[src/rtl/lcd_rd_pkg.sv]
// Shared constants for the HD44780 read engine: op codes, FSM state codes and
// default 50 MHz bus timing.
package lcd_rd_pkg;

  localparam logic [1:0] OP_STATUS = 2'b00;
  localparam logic [1:0] OP_DATA   = 2'b01;
  localparam logic [1:0] OP_POLL   = 2'b10;

  typedef logic [2:0] state_t;
  localparam state_t ST_IDLE     = 3'd0;
  localparam state_t ST_WAIT_GNT = 3'd1;
  localparam state_t ST_SETUP    = 3'd2;
  localparam state_t ST_EN_HI    = 3'd3;
  localparam state_t ST_EN_LO    = 3'd4;
  localparam state_t ST_DONE     = 3'd5;

  localparam int T_AS_DEF     = 3;
  localparam int T_PW_DEF     = 13;
  localparam int T_REC_DEF    = 13;
  localparam int POLL_MAX_DEF = 1000;
  localparam int BF_BIT       = 7;

  // Reserved op 11 (and op 10 when polling is not built) degrade to a status read.
  function automatic logic [1:0] map_op(input logic [1:0] op, input logic poll_en);
    case (op)
      OP_DATA: map_op = OP_DATA;
      OP_POLL: map_op = poll_en ? OP_POLL : OP_STATUS;
      default: map_op = OP_STATUS;
    endcase
  endfunction

endpackage

[src/rtl/lcd_rd_timer.sv]
// Loadable 8-bit down-counter; done_o marks the last cycle of a loaded phase.
module lcd_rd_timer (
  input  logic       clk_i,
  input  logic       rst_i,
  input  logic       load_i,
  input  logic [7:0] load_val_i,
  output logic       done_o
);

  logic [7:0] cnt_q;
  logic [7:0] cnt_d;

  // Load has priority; otherwise count down and rest at zero.
  always_comb begin
    cnt_d = cnt_q;
    if (load_i) begin
      cnt_d = load_val_i;
    end else if (cnt_q != 8'd0) begin
      cnt_d = cnt_q - 8'd1;
    end else begin
      cnt_d = cnt_q;
    end
  end

  // Counter register.
  always_ff @(posedge clk_i or posedge rst_i) begin
    if (rst_i) begin
      cnt_q <= 8'd0;
    end else begin
      cnt_q <= cnt_d;
    end
  end

  assign done_o = (cnt_q == 8'd1);

endmodule

[src/rtl/lcd_bus_reader.sv]
// HD44780 read-cycle engine (busy flag / DDRAM-CGRAM data) behind a bus request/grant.
// Build option: define LCD_RD_POLL_EN to make op 10 poll until the busy flag clears.
module lcd_bus_reader
  import lcd_rd_pkg::*;
#(
  parameter int T_AS     = T_AS_DEF,
  parameter int T_PW     = T_PW_DEF,
  parameter int T_REC    = T_REC_DEF,
  parameter int POLL_MAX = POLL_MAX_DEF
) (
  input  logic       iCLK,
  input  logic       rst,
  input  logic       req_valid,
  output logic       req_ready,
  input  logic [1:0] req_op,
  output logic       rsp_valid,
  output logic [7:0] rsp_data,
  output logic       rsp_bf,
  output logic       rsp_err,
  output logic       bus_req,
  input  logic       bus_gnt,
  output logic       lcd_rs,
  output logic       lcd_rw,
  output logic       lcd_en,
  input  logic [7:0] lcd_data_in
);

  if (T_AS < 1 || T_AS > 255 || T_PW < 1 || T_PW > 255 || T_REC < 1 || T_REC > 255 ||
      POLL_MAX < 1 || POLL_MAX > 65535) begin : g_param_err
    $error("lcd_bus_reader: parameter out of range");
  end

`ifdef LCD_RD_POLL_EN
  localparam logic POLL_EN = 1'b1;
`else
  localparam logic POLL_EN = 1'b0;
`endif

  state_t     state_q, state_d;
  logic [1:0] op_q, op_d;
  logic [7:0] data_q, data_d;
  logic [7:0] rsp_data_q, rsp_data_d;
  logic       rsp_bf_q, rsp_bf_d, rsp_err_q, rsp_err_d;
  logic       ready_q, rsp_valid_q, bus_req_q, rs_q, rw_q, en_q;
  logic       tmr_load_s, tmr_done_s;
  logic [7:0] tmr_val_s;
  logic       in_xfer_s, gnt_lost_s, retry_s, timeout_s, xfer_next_s;

  assign in_xfer_s  = (state_q == ST_SETUP) || (state_q == ST_EN_HI) || (state_q == ST_EN_LO);
  assign gnt_lost_s = in_xfer_s && !bus_gnt;

  lcd_rd_timer u_timer (
    .clk_i      (iCLK),
    .rst_i      (rst),
    .load_i     (tmr_load_s),
    .load_val_i (tmr_val_s),
    .done_o     (tmr_done_s)
  );

`ifdef LCD_RD_POLL_EN
  localparam logic [15:0] POLL_MAX_W = 16'(POLL_MAX);
  logic [15:0] poll_cnt_q, poll_cnt_d;

  // The attempt count starts at 1 for the first read; a busy read retries until the limit.
  always_comb begin
    poll_cnt_d = poll_cnt_q;
    retry_s    = 1'b0;
    timeout_s  = 1'b0;
    if (state_q == ST_IDLE) begin
      poll_cnt_d = 16'd1;
    end else if ((state_q == ST_EN_LO) && tmr_done_s && !gnt_lost_s &&
                 (op_q == OP_POLL) && data_q[BF_BIT]) begin
      if (poll_cnt_q < POLL_MAX_W) begin
        retry_s    = 1'b1;
        poll_cnt_d = poll_cnt_q + 16'd1;
      end else begin
        timeout_s  = 1'b1;
      end
    end else begin
      poll_cnt_d = poll_cnt_q;
    end
  end

  // Poll attempt counter.
  always_ff @(posedge iCLK or posedge rst) begin
    if (rst) begin
      poll_cnt_q <= 16'd0;
    end else begin
      poll_cnt_q <= poll_cnt_d;
    end
  end
`else
  assign retry_s   = 1'b0;
  assign timeout_s = 1'b0;
`endif

  // Read-cycle sequencing and response capture.
  always_comb begin
    state_d    = state_q;
    op_d       = op_q;
    data_d     = data_q;
    rsp_data_d = rsp_data_q;
    rsp_bf_d   = rsp_bf_q;
    rsp_err_d  = rsp_err_q;
    tmr_load_s = 1'b0;
    tmr_val_s  = 8'd0;
    case (state_q)
      ST_IDLE: begin
        if (req_valid && ready_q) begin
          op_d    = map_op(req_op, POLL_EN);
          state_d = ST_WAIT_GNT;
        end else begin
          state_d = ST_IDLE;
        end
      end
      ST_WAIT_GNT: begin
        if (bus_gnt) begin
          tmr_load_s = 1'b1;
          tmr_val_s  = 8'(T_AS);
          state_d    = ST_SETUP;
        end else begin
          state_d    = ST_WAIT_GNT;
        end
      end
      ST_SETUP, ST_EN_HI, ST_EN_LO: begin
        if (gnt_lost_s) begin
          state_d    = ST_DONE;
          rsp_data_d = 8'h00;
          rsp_bf_d   = 1'b0;
          rsp_err_d  = 1'b1;
        end else if (!tmr_done_s) begin
          state_d    = state_q;
        end else if (state_q == ST_SETUP) begin
          tmr_load_s = 1'b1;
          tmr_val_s  = 8'(T_PW);
          state_d    = ST_EN_HI;
        end else if (state_q == ST_EN_HI) begin
          data_d     = lcd_data_in;
          tmr_load_s = 1'b1;
          tmr_val_s  = 8'(T_REC);
          state_d    = ST_EN_LO;
        end else if (retry_s) begin
          tmr_load_s = 1'b1;
          tmr_val_s  = 8'(T_AS);
          state_d    = ST_SETUP;
        end else begin
          state_d    = ST_DONE;
          rsp_data_d = data_q;
          rsp_bf_d   = (op_q != OP_DATA) && data_q[BF_BIT];
          rsp_err_d  = timeout_s;
        end
      end
      ST_DONE: state_d = ST_IDLE;
      default: state_d = ST_IDLE;
    endcase
  end

  assign xfer_next_s = (state_d == ST_SETUP) || (state_d == ST_EN_HI) || (state_d == ST_EN_LO);

  // State, data and output registers; pin levels follow the next state.
  always_ff @(posedge iCLK or posedge rst) begin
    if (rst) begin
      state_q     <= ST_IDLE;
      op_q        <= 2'b00;
      data_q      <= 8'h00;
      rsp_data_q  <= 8'h00;
      rsp_bf_q    <= 1'b0;
      rsp_err_q   <= 1'b0;
      ready_q     <= 1'b0;
      rsp_valid_q <= 1'b0;
      bus_req_q   <= 1'b0;
      rs_q        <= 1'b0;
      rw_q        <= 1'b0;
      en_q        <= 1'b0;
    end else begin
      state_q     <= state_d;
      op_q        <= op_d;
      data_q      <= data_d;
      rsp_data_q  <= rsp_data_d;
      rsp_bf_q    <= rsp_bf_d;
      rsp_err_q   <= rsp_err_d;
      ready_q     <= (state_d == ST_IDLE);
      rsp_valid_q <= (state_d == ST_DONE);
      bus_req_q   <= (state_d == ST_WAIT_GNT) || xfer_next_s;
      rs_q        <= xfer_next_s && op_d[0];
      rw_q        <= xfer_next_s;
      en_q        <= (state_d == ST_EN_HI);
    end
  end

  // Pins are released combinationally the moment the grant disappears.
  assign req_ready = ready_q;
  assign rsp_valid = rsp_valid_q;
  assign rsp_data  = rsp_data_q;
  assign rsp_bf    = rsp_bf_q;
  assign rsp_err   = rsp_err_q;
  assign bus_req   = bus_req_q && !gnt_lost_s;
  assign lcd_rs    = rs_q && bus_gnt;
  assign lcd_rw    = rw_q && bus_gnt;
  assign lcd_en    = en_q && bus_gnt;

endmodule

[config.mk]
export PLATFORM = sky130hd
export DESIGN_NAME = lcd_bus_reader
export DESIGN_NICKNAME = d
export VERILOG_FILES = /design/src/rtl/lcd_rd_pkg.sv /design/src/rtl/lcd_rd_timer.sv /design/src/rtl/lcd_bus_reader.sv
export SDC_FILE = /design/constraint.sdc
export NUM_CORES = 1
export LEC_CHECK = 0
export CAP_MARGIN = 30
export CORE_UTILIZATION = 52
export DETAILED_ROUTE_END_ITERATION = 10
export PLACE_DENSITY = 0.77
export SETUP_SLACK_MARGIN = 0.4
export SYNTH_ARGS = -nofsm -noshare
export SYNTH_HDL_FRONTEND = slang
export SYNTH_SLANG_ARGS = --single-unit
[constraint.sdc]
create_clock -name iCLK -period 2 [get_ports iCLK]
set_input_delay 0.2 -clock iCLK [delete_from_list [all_inputs] [get_ports iCLK]]
set_output_delay 0.2 -clock iCLK [all_outputs]
set_load 0.02 [all_outputs]
==> results.toml <==
[drt]
antenna_left = 0
first_pass_iters = 4
vias = 1413
wl_per_cell_um = 16.3
finalWirelength_um = 4170
drc = 0
drt_iter0_markers = 83
detail_route.vias_per_cell = 5.52

[sta]
setup_viol = 0
slew_viol_final = 0
period_share = 0.878
fmax_mhz = 569
rsz0062_at_grt = "true"
skew_ns = 0.0113
tns_ns = 0
relSlewSlack = 0.645
worstMarginPinSlew_ns = 0.527
hold_viol_final = 0
finalWorstPathRequiredPeriod_ns = 1.76

[yosys]
ys.flop_type = "dfrtp_1"
netlist_area_mm2 = 0.00172
synth-compound-area-share = 0.105
synth_top_cell_area_share = 0.523
synth_area_per_cell_um2 = 10.9
synthXorXnorAreaFrac = 0.0203
yosys_warnings = 0
yosys-mux-area-fraction = 0.112
ys_seq_area_frac = 0.523
synth-simple-area-share = 0.194
synth_enable_flop_cells = 0
synthCells = 158
synth_nets = 175
ys_top_cells_by_area = "dfrtp_1, mux2_2, mux2i_1"
synth_top_family_by_area = "simple AND/OR/NAND/NOR gates"
synthArstFlopShare = 1.00
synth-adder-area-share = 0.0218
ys_ff_latch = 36
post-synth-top-area-cell = "dfrtp_1"
yosys.cell_types.count = 46

[worst_setup_path]
critPathLaunch = "u_timer.cnt_q[1]$_DFFE_PP0P_"
crit_path_start_kind = "flop"
cp_top_family = "simple AND/OR/NAND/NOR gates"
slowest_delay_ns = 0.40
cp.arrival_ns = 2.05
slowest_stage = "dfrtp_1"
cp_cell_sequence = "inv_2, ha_4, or3b_4, or3_4, a211o_1, a21oi_2"
path_class = "reg2reg"
crit_buf_inv = 1
timing.rr.start = "u_timer.cnt_q[1]$_DFFE_PP0P_"
endpoint_kind = "flop"
crit_fanout = 3
required_ns = 2.30

[global_route]
first_global_vias = 1442
grt_overflow = 0
grt_start_max_net_pins = 37
grt_first_pass_wirelength_um = 6650
grt_usage = 0.262
antenna_found_initial = 0

[floorplanning]
fp-row-count = 20
io_pins = 30
die_w_um = 59.6
coreArea_mm2 = 0.00310
start_util = 0.555
die_area_mm2 = 0.00355
die_h_um = 59.6

[power_and_ir_drop]
ir_drop_uv = 916
powerDensity_mw_per_mm2 = 1350
leakage_uw = 0.00117

[cts]
clock_latency_ns = 0.35
cts.htree.levels = 2
cts.sinks = 36
tritoncts = "yes"
cts_buffers = 5
hold_buffers = 0
clkTransAtPathRegs_ns = 0.12
root_buffer = "clkbuf_4"
cts_buffer_depth = 2

[cells_and_area]
syn2layout_area_growth_pct = 41.5
fin_nets = 228
drive_gt1_frac = 0.311
final_cell_mix = "dfrtp_1, clkdlybuf4s50_1, buf_4, nor2_1"
diodes = 0
finish.utilization = 0.786
layout.cells.most_common = "dfrtp_1"

[job]
maxCapViolations = 0

[place]
dpl.hpwl_um = 2470
portBuffers = 29
place.gp.congestion = 0.835

[outcome]
outcome = "complete, no violations"

[worst_hold_path]
min_path_type = "in2async"
Yosys cell counts, drive strengths merged, types with 3 or more instances:
library cell and count:
mux2 10, xnor2 4, a21oi 8, o21ai 4, nand4 3, nand2 7
dfrtp 36, mux2i 8, clkbuf 3, o22ai 3, nand2b 5, and2 4
nor2b 5, or3b 3, buf 4, nand3 3, inv 3, ha 3
nor2 18
final timing paths:
kind / to / slack, ns / depth (start not counted)
worst max-delay path: u_timer.cnt_q[6]$_DFFE_PP0P_ / 0.24 / 6
worst min-delay path: rsp_data[1]$_DFFE_PP0P_ / 0.23 / 3
worst max register to register: u_timer.cnt_q[6]$_DFFE_PP0P_ / 0.24 / 6
worst min register to register: rsp_err$_DFFE_PP0P_ / 0.50 / 1
max in group asynchronous: state_q[2]$_DFF_PP0_ / 1.45 / 3
min in group iCLK: data_q[5]$_DFFE_PP0P_ / 0.46 / 2
per-layer routing:
layer  share of wire  GRT usage  routed length [um]
met1            0.42      0.310                1750
met2            0.51      0.446                2130
met3           0.041     0.0459                 171
met4           0.029      0.153                 119
met5               0          0                   0
tightest hold or removal path, delay by kind of cell:
kind | cells | cell delay (ns)
buffers and inverters | 3 | 0.83
metrics by stage:
stage          setup slack, ns  hold WS (ns)  area (um^2)  total power (uW)  cells
3_3_place_gp             0.157         0.463         2120              2280    234
6_report                 0.243         0.234         2440              3280    256
2_1_floorplan            0.189         0.351         1730              1920    158
4_1_cts                  0.263         0.241         2380              3120    254
5_1_grt                  0.211         0.284         2440              3470    256
3_5_place_dp            0.0941         0.474         2120              2320    234
cell type report:
| type | count | area [um^2] |
|---|---|---|
| Tap cell | 44 | 55.1 |
| Fill cell | 216 | 664 |
| Sequential cell | 36 | 901 |
| Timing Repair Buffer | 53 | 492 |
| Multi-Input combinational cell | 112 | 900 |
| Clock buffer | 5 | 37.5 |
| Clock inverter | 3 | 42.5 |
| Inverter | 3 | 11.3 |
where the power goes:
| group | internal, uW | switching, uW | total, uW |
|---|---|---|---|
| registers | 957 | 190 | 1150 |
| logic | 807 | 810 | 1620 |
| clock network | 260 | 257 | 518 |
| total | 2020 | 1260 | 3280 |
what timing repair did:
| item | in CTS | in global routing |
|---|---|---|
| setup endpoints to repair | 28 | 29 |
| buffers inserted | 11 | 2 |
| pin swaps | 10 | 10 |
| gates cloned | 1 | 0 |
| hold endpoints to repair | 0 | 0 |
| gates resized for setup | 37 | 7 |
state kept, by name, indices dropped and copies added, names as in the netlist:
name / flops
bus_req_q: 1
data_q: 8
en_q: 1
op_q: 1
req_ready: 1
rs_q: 1
rsp_bf: 1
rsp_data: 8
rsp_err: 1
rsp_valid: 1
rw_q: 1
state_q: 3
u_timer.cnt_q: 8
cell families (layout without fill, tap and decap cells):
logic type	count (synthesis)	in the layout
simple gates	60	60
mux	18	18
flops	36	36
buf+inv	10	64
fa+ha+maj	3	3
compound gates	27	27
xor+xnor	4	4
No activity file was read; power rests on OpenSTA's default activity.
